<file path="src/rtl/bdf_switch.sv">
// Dataflow switch node: a boolean control token steers the matching data token
// to one of two single-entry output registers; both inputs are FIFO-buffered.
module bdf_switch #(
  parameter int WIDTH = 16,
  parameter int DEPTH = 4
) (
  input  logic             clk,
  input  logic             rst,
  input  logic [WIDTH-1:0] data_in,
  input  logic             data_in_valid,
  output logic             data_in_ready,
  input  logic             ctrl_in,
  input  logic             ctrl_in_valid,
  output logic             ctrl_in_ready,
  output logic [WIDTH-1:0] data_out_1,
  output logic             data_out_1_valid,
  input  logic             data_out_1_ready,
  output logic [WIDTH-1:0] data_out_2,
  output logic             data_out_2_valid,
  input  logic             data_out_2_ready
);

  localparam int AW = $clog2(DEPTH);
  localparam logic [AW:0]   CNT_ZERO = (AW+1)'(0);
  localparam logic [AW:0]   CNT_ONE  = (AW+1)'(1);
  localparam logic [AW:0]   CNT_FULL = (AW+1)'(DEPTH);
  localparam logic [AW-1:0] PTR_ONE  = AW'(1);

  logic [WIDTH-1:0] d_mem_q [DEPTH];
  logic [DEPTH-1:0] c_mem_q;

  logic [AW-1:0]    d_wr_q, d_wr_d, d_rd_q, d_rd_d;
  logic [AW-1:0]    c_wr_q, c_wr_d, c_rd_q, c_rd_d;
  logic [AW:0]      d_cnt_q, d_cnt_d, c_cnt_q, c_cnt_d;
  logic             d_rdy_q, d_rdy_d, c_rdy_q, c_rdy_d;
  logic             o1_vld_q, o1_vld_d, o2_vld_q, o2_vld_d;
  logic [WIDTH-1:0] o1_dat_q, o1_dat_d, o2_dat_q, o2_dat_d;

  logic             d_push, c_push, d_empty, c_empty;
  logic             head_sel, free_1, free_2, fire, fire_1, fire_2;
  logic [WIDTH-1:0] head_data;

  // Handshakes and the fire decision for the head token pair.
  always_comb begin
    d_push    = data_in_valid & d_rdy_q;
    c_push    = ctrl_in_valid & c_rdy_q;
    d_empty   = (d_cnt_q == CNT_ZERO);
    c_empty   = (c_cnt_q == CNT_ZERO);
    head_sel  = c_mem_q[c_rd_q];
    head_data = d_mem_q[d_rd_q];
    free_1    = ~o1_vld_q | data_out_1_ready;
    free_2    = ~o2_vld_q | data_out_2_ready;
    fire      = ~d_empty & ~c_empty & (head_sel ? free_2 : free_1);
    fire_1    = fire & ~head_sel;
    fire_2    = fire & head_sel;
  end

  // Next-state for FIFO pointers, occupancies, readies and output slots.
  always_comb begin
    d_wr_d   = d_wr_q;
    d_rd_d   = d_rd_q;
    c_wr_d   = c_wr_q;
    c_rd_d   = c_rd_q;
    d_cnt_d  = d_cnt_q;
    c_cnt_d  = c_cnt_q;
    o1_vld_d = o1_vld_q;
    o1_dat_d = o1_dat_q;
    o2_vld_d = o2_vld_q;
    o2_dat_d = o2_dat_q;

    if (d_push) d_wr_d = d_wr_q + PTR_ONE;
    else        d_wr_d = d_wr_q;
    if (c_push) c_wr_d = c_wr_q + PTR_ONE;
    else        c_wr_d = c_wr_q;
    if (fire) begin
      d_rd_d = d_rd_q + PTR_ONE;
      c_rd_d = c_rd_q + PTR_ONE;
    end else begin
      d_rd_d = d_rd_q;
      c_rd_d = c_rd_q;
    end

    case ({d_push, fire})
      2'b10:   d_cnt_d = d_cnt_q + CNT_ONE;
      2'b01:   d_cnt_d = d_cnt_q - CNT_ONE;
      default: d_cnt_d = d_cnt_q;
    endcase
    case ({c_push, fire})
      2'b10:   c_cnt_d = c_cnt_q + CNT_ONE;
      2'b01:   c_cnt_d = c_cnt_q - CNT_ONE;
      default: c_cnt_d = c_cnt_q;
    endcase

    // Readies are registered from the next occupancy, so a pop on a full FIFO
    // only reopens the input after the edge.
    d_rdy_d = (d_cnt_d != CNT_FULL);
    c_rdy_d = (c_cnt_d != CNT_FULL);

    if (fire_1) begin
      o1_vld_d = 1'b1;
      o1_dat_d = head_data;
    end else if (data_out_1_ready) begin
      o1_vld_d = 1'b0;
    end else begin
      o1_vld_d = o1_vld_q;
    end

    if (fire_2) begin
      o2_vld_d = 1'b1;
      o2_dat_d = head_data;
    end else if (data_out_2_ready) begin
      o2_vld_d = 1'b0;
    end else begin
      o2_vld_d = o2_vld_q;
    end
  end

  // Control and state registers with synchronous active-low reset.
  always_ff @(posedge clk) begin
    if (!rst) begin
      d_wr_q   <= '0;
      d_rd_q   <= '0;
      c_wr_q   <= '0;
      c_rd_q   <= '0;
      d_cnt_q  <= CNT_ZERO;
      c_cnt_q  <= CNT_ZERO;
      d_rdy_q  <= 1'b0;
      c_rdy_q  <= 1'b0;
      o1_vld_q <= 1'b0;
      o2_vld_q <= 1'b0;
      o1_dat_q <= '0;
      o2_dat_q <= '0;
    end else begin
      d_wr_q   <= d_wr_d;
      d_rd_q   <= d_rd_d;
      c_wr_q   <= c_wr_d;
      c_rd_q   <= c_rd_d;
      d_cnt_q  <= d_cnt_d;
      c_cnt_q  <= c_cnt_d;
      d_rdy_q  <= d_rdy_d;
      c_rdy_q  <= c_rdy_d;
      o1_vld_q <= o1_vld_d;
      o2_vld_q <= o2_vld_d;
      o1_dat_q <= o1_dat_d;
      o2_dat_q <= o2_dat_d;
    end
  end

  // FIFO storage; contents need no reset because empty pointers hide them.
  always_ff @(posedge clk) begin
    if (rst && d_push) d_mem_q[d_wr_q] <= data_in;
    if (rst && c_push) c_mem_q[c_wr_q] <= ctrl_in;
  end

  assign data_in_ready    = d_rdy_q;
  assign ctrl_in_ready    = c_rdy_q;
  assign data_out_1       = o1_dat_q;
  assign data_out_1_valid = o1_vld_q;
  assign data_out_2       = o2_dat_q;
  assign data_out_2_valid = o2_vld_q;

endmodule
</file>
<file path="config.mk">
export PLATFORM = sky130hd
export DESIGN_NAME = bdf_switch
export DESIGN_NICKNAME = d
export VERILOG_FILES = /design/src/rtl/bdf_switch.sv
export SDC_FILE = /design/constraint.sdc
export NUM_CORES = 1
export LEC_CHECK = 0
export ABC_AREA = 1
export CORE_ASPECT_RATIO = 0.5
export CORE_UTILIZATION = 35
export DETAILED_ROUTE_END_ITERATION = 10
export GPL_TIMING_DRIVEN = 0
export PLACE_DENSITY = 0.67
export SYNTH_ARGS = -nofsm -noshare
export SYNTH_HDL_FRONTEND = slang
export SYNTH_SLANG_ARGS = --single-unit
</file>
<file path="constraint.sdc">
create_clock -name clk -period 6.46 [get_ports clk]
set_input_delay 0.969 -clock clk [delete_from_list [all_inputs] [get_ports clk]]
set_output_delay 0.969 -clock clk [all_outputs]
set_load 0.01 [all_outputs]
</file>
==> results.yml <==
status:
  status: "finished clean"
synth:
  ys_top_cells_by_count: "85 x sky130_fd_sc_hd__nor2_1, 84 x sky130_fd_sc_hd__nand2_1, 68 x sky130_fd_sc_hd__edfxtp_1"
  post_synthesis_simple_gate_area_fraction_pct: 15.6
  syn_area_sq_um: 4750
  synth-warning-count: 0
  synth_largest_area_cell: "sky130_fd_sc_hd__edfxtp_1"
  post_synth_arst_share_pct: 0
  netlist-cell-type-count: 24
  synthFlopType: "sky130_fd_sc_hd__edfxtp_1"
  edff_count_synth: 68
  syn_avg_cell_area_sq_um: 10.0
  yosys-top-cells-area: "sky130_fd_sc_hd__edfxtp_1 43%, sky130_fd_sc_hd__dfxtp_1 22%, sky130_fd_sc_hd__nor2_1 6.7%"
  synthMuxAreaShare_pct: 0
  synth_seq_cells: 120
  compound_gate_fraction_of_synth_area_pct: 8.89
  synth_largest_type_area_fraction_pct: 42.9
  synth_xor_xnor_area_share_pct: 1.11
  yosysSeqAreaShare_pct: 64.8
  post-synth-top-count-cell: "sky130_fd_sc_hd__nor2_1"
  synthAdderAreaFrac_pct: 3.47
  synthesis.nets: 510
  dominant_combinational_cell_family_by_area_after_synthesis: "simple AND/OR/NAND/NOR gates"
  synthesis.instances: 475
cts:
  clock_sink_count: 120
  post-cts-setup-buffers: 0
  cts_root_buffer: "sky130_fd_sc_hd__clkbuf_16"
  clk_pin_slew_worst_paths_ns: 0.06
  ctsResizeCount: 0
  cts_hold_repair.buffers: 0
  clock_tree.buffer_depth: 2
  cts-buffers-inserted: 17
  tritoncts: "done"
  clock_latency_ns: 0.41
  h-tree-depth: 4
die:
  die_area_sq_um: 14100
  placementRows: 29
  starting_density_pct: 36.7
  pin_count: 59
  overall_die_width_um: 167
  die-height_um: 84.4
  coreArea_sq_um: 13000
cells_and_area:
  layout-drive-gt1-share_pct: 8.48
  fill_cells: 1145
  nets: 588
  final_cell_count_no_fill: 736
  synthesis_to_layout_area_growth_pct: 29.2
  finalCoreUtilization_pct: 47.4
  antenna_cell_count: 0
sta:
  total_negative_setup_slacks_ns: 0
  hold_viol_final: 0
  finalMaxSlewViolations: 0
  finalCritPeriodShare_pct: 44.6
  clock-skew-final_ns: 0.0106
  final-setup-viol-count: 0
  rsz0062_at_grt: "no"
  finalWorstPathRequiredPeriod_ns: 2.88
  setup_ws_ns: 3.58
  worst_slew_margin_rel_pct: 38.6
  max_freq_ghz: 0.347
  tightestPinTransition_ns: 0.920
min_path:
  min_delay_path_depth: 2
  worst_hold_path_type: "reg -> reg"
routing:
  initialDrtViolationCount: 317
  drc_errors: 0
  1st_pass_router_iterations: 5
  routed_via_density: 4.71
  routed_wire_length_per_instance_um: 14.5
  num_vias: 3463
  route.final.wire_length_um: 10600
  antenna_left: 0
placement:
  detailed_place_hpwl_um: 7080
  number_of_buffer_cells_added_on_primary_ports: 57
  dp_slack_ns: 3.23
  gp_routability_congestion: 0.776
  dp.cells: 704
global_route:
  grt_pass1_wl_um: 17000
  grtUsageTotal_pct: 16.1
  grt_pass1_vias: 3320
  antenna_found_initial: 0
  largest_net_degree_at_the_start_of_global_routing: 17
  globalRouteOverflowTotal: 0
setup_path:
  ff2ff_path_depth: 14
  required_time_of_the_critical_path_ns: 6.74
  critical_path_peak_fanout: 7
  worstSetupPathType: "in -> reg"
  end_kind: "flip-flop"
  cp.arrival_ns: 3.16
  timing.critical_path.from_type: "input pin"
run:
  cap_viol_max_count: 0
power:
  power.ir.vdd_worst_v: 0.000232
  lkg_pwr_nw: 2.33
  power_per_cell_area_nw_per_um2: 402
## per-stage QoR
stage / instance area, sq um / hold WS (ns) / total power [mW]
2_1_floorplan: 4750 / 0.467 / 1.32
3_3_place_gp: 5540 / 0.452 / 1.57
3_5_place_dp: 5580 / 0.458 / 1.58
4_1_cts: 6140 / 0.467 / 2.48
5_1_grt: 6140 / 0.486 / 2.60
6_report: 6140 / 0.467 / 2.47
## cells in the final DEF (no fill, tap or decap), drive strengths merged
cell	Yosys	final
clkdlybuf4s50	0	57
a21oi	24	24
fa	2	2
dfxtp	52	52
o21ai	38	38
xor2	6	6
clkinvlp	0	2
inv	54	55
nand4	3	3
bufinv	0	2
edfxtp	68	68
clkbuf	11	32
nand3	11	11
ha	10	10
clkinv	1	7
o22ai	16	16
nor2	85	85
buf	7	9
a31oi	2	2
nand2	85	85
## layer usage
metal	share of wire [%]	GRT usage, %
met5	0	0
met4	1.4	6.90
met3	5.9	4.48
met2	47	25.3
met1	46	21.0
## state kept, by name (all words and copies together), names as in the netlist, named ones only
| signal | flops |
|---|---|
| d_mem_q | 64 |
| data_out_1 | 16 |
| data_out_2 | 16 |
| c_mem_q | 4 |
| c_cnt_q | 3 |
| d_cnt_q | 3 |
| c_rd_q | 2 |
| c_wr_q | 2 |
| d_rd_q | 2 |
| d_wr_q | 2 |
| ctrl_in_ready | 1 |
| data_in_ready | 1 |
| data_out_1_valid | 1 |
| data_out_2_valid | 1 |
## final timing paths
| kind | slack (ns) | end | startpoint |
|---|---|---|---|
| worst max-delay path | 3.58 | data_in_ready$_SDFF_PN0_ | data_out_2_ready |
| worst min-delay path | 0.47 | data_out_1[1]$_SDFFE_PN0P_ | data_out_1[1]$_SDFFE_PN0P_ |
| worst max register to register | 3.97 | data_in_ready$_SDFF_PN0_ | c_rd_q[0]$_SDFFE_PN0N_ |
| worst min register to register | 0.47 | data_out_1[1]$_SDFFE_PN0P_ | data_out_1[1]$_SDFFE_PN0P_ |
## cell families after synthesis
| group | count (synthesis) |
|---|---|
| buf+inv | 73 |
| fa+ha+maj | 12 |
| xor+xnor | 6 |
| flops | 120 |
| compound gates | 80 |
| simple gates | 184 |
## final cells by class
class | instances | area (sq um) | area share (%)
flip-flops and latches | 120 | 3080 | 50.2
multi-input cells | 282 | 1390 | 22.7
repair buffers | 59 | 601 | 9.78
clock buffers | 21 | 440 | 7.17
well taps | 170 | 213 | 3.46
inverters | 55 | 208 | 3.38
clock inverters | 11 | 124 | 2.02
plain buffers | 18 | 80.1 | 1.30
## report_power, final
| group | internal (mW) | switching (mW) | total [mW] |
|---|---|---|---|
| combinational | 0.251 | 0.357 | 0.608 |
| sequential | 0.906 | 0.0552 | 0.962 |
| clock | 0.567 | 0.330 | 0.897 |
## worst max-delay path, stage by stage
cell and delay [ns]:
sky130_fd_sc_hd__clkdlybuf4s50_1 0.45, sky130_fd_sc_hd__nor2_1 0.06, sky130_fd_sc_hd__nand3_1 0.12, sky130_fd_sc_hd__nand3_1 0.23, sky130_fd_sc_hd__inv_1 0.17, sky130_fd_sc_hd__ha_1 0.18
sky130_fd_sc_hd__inv_1 0.07, sky130_fd_sc_hd__fa_1 0.39, sky130_fd_sc_hd__inv_1 0.08, sky130_fd_sc_hd__nand2_1 0.04, sky130_fd_sc_hd__nand3_1 0.07, sky130_fd_sc_hd__xor2_1 0.20
sky130_fd_sc_hd__a31oi_1 0.12
(Power assumes the default switching activity.)
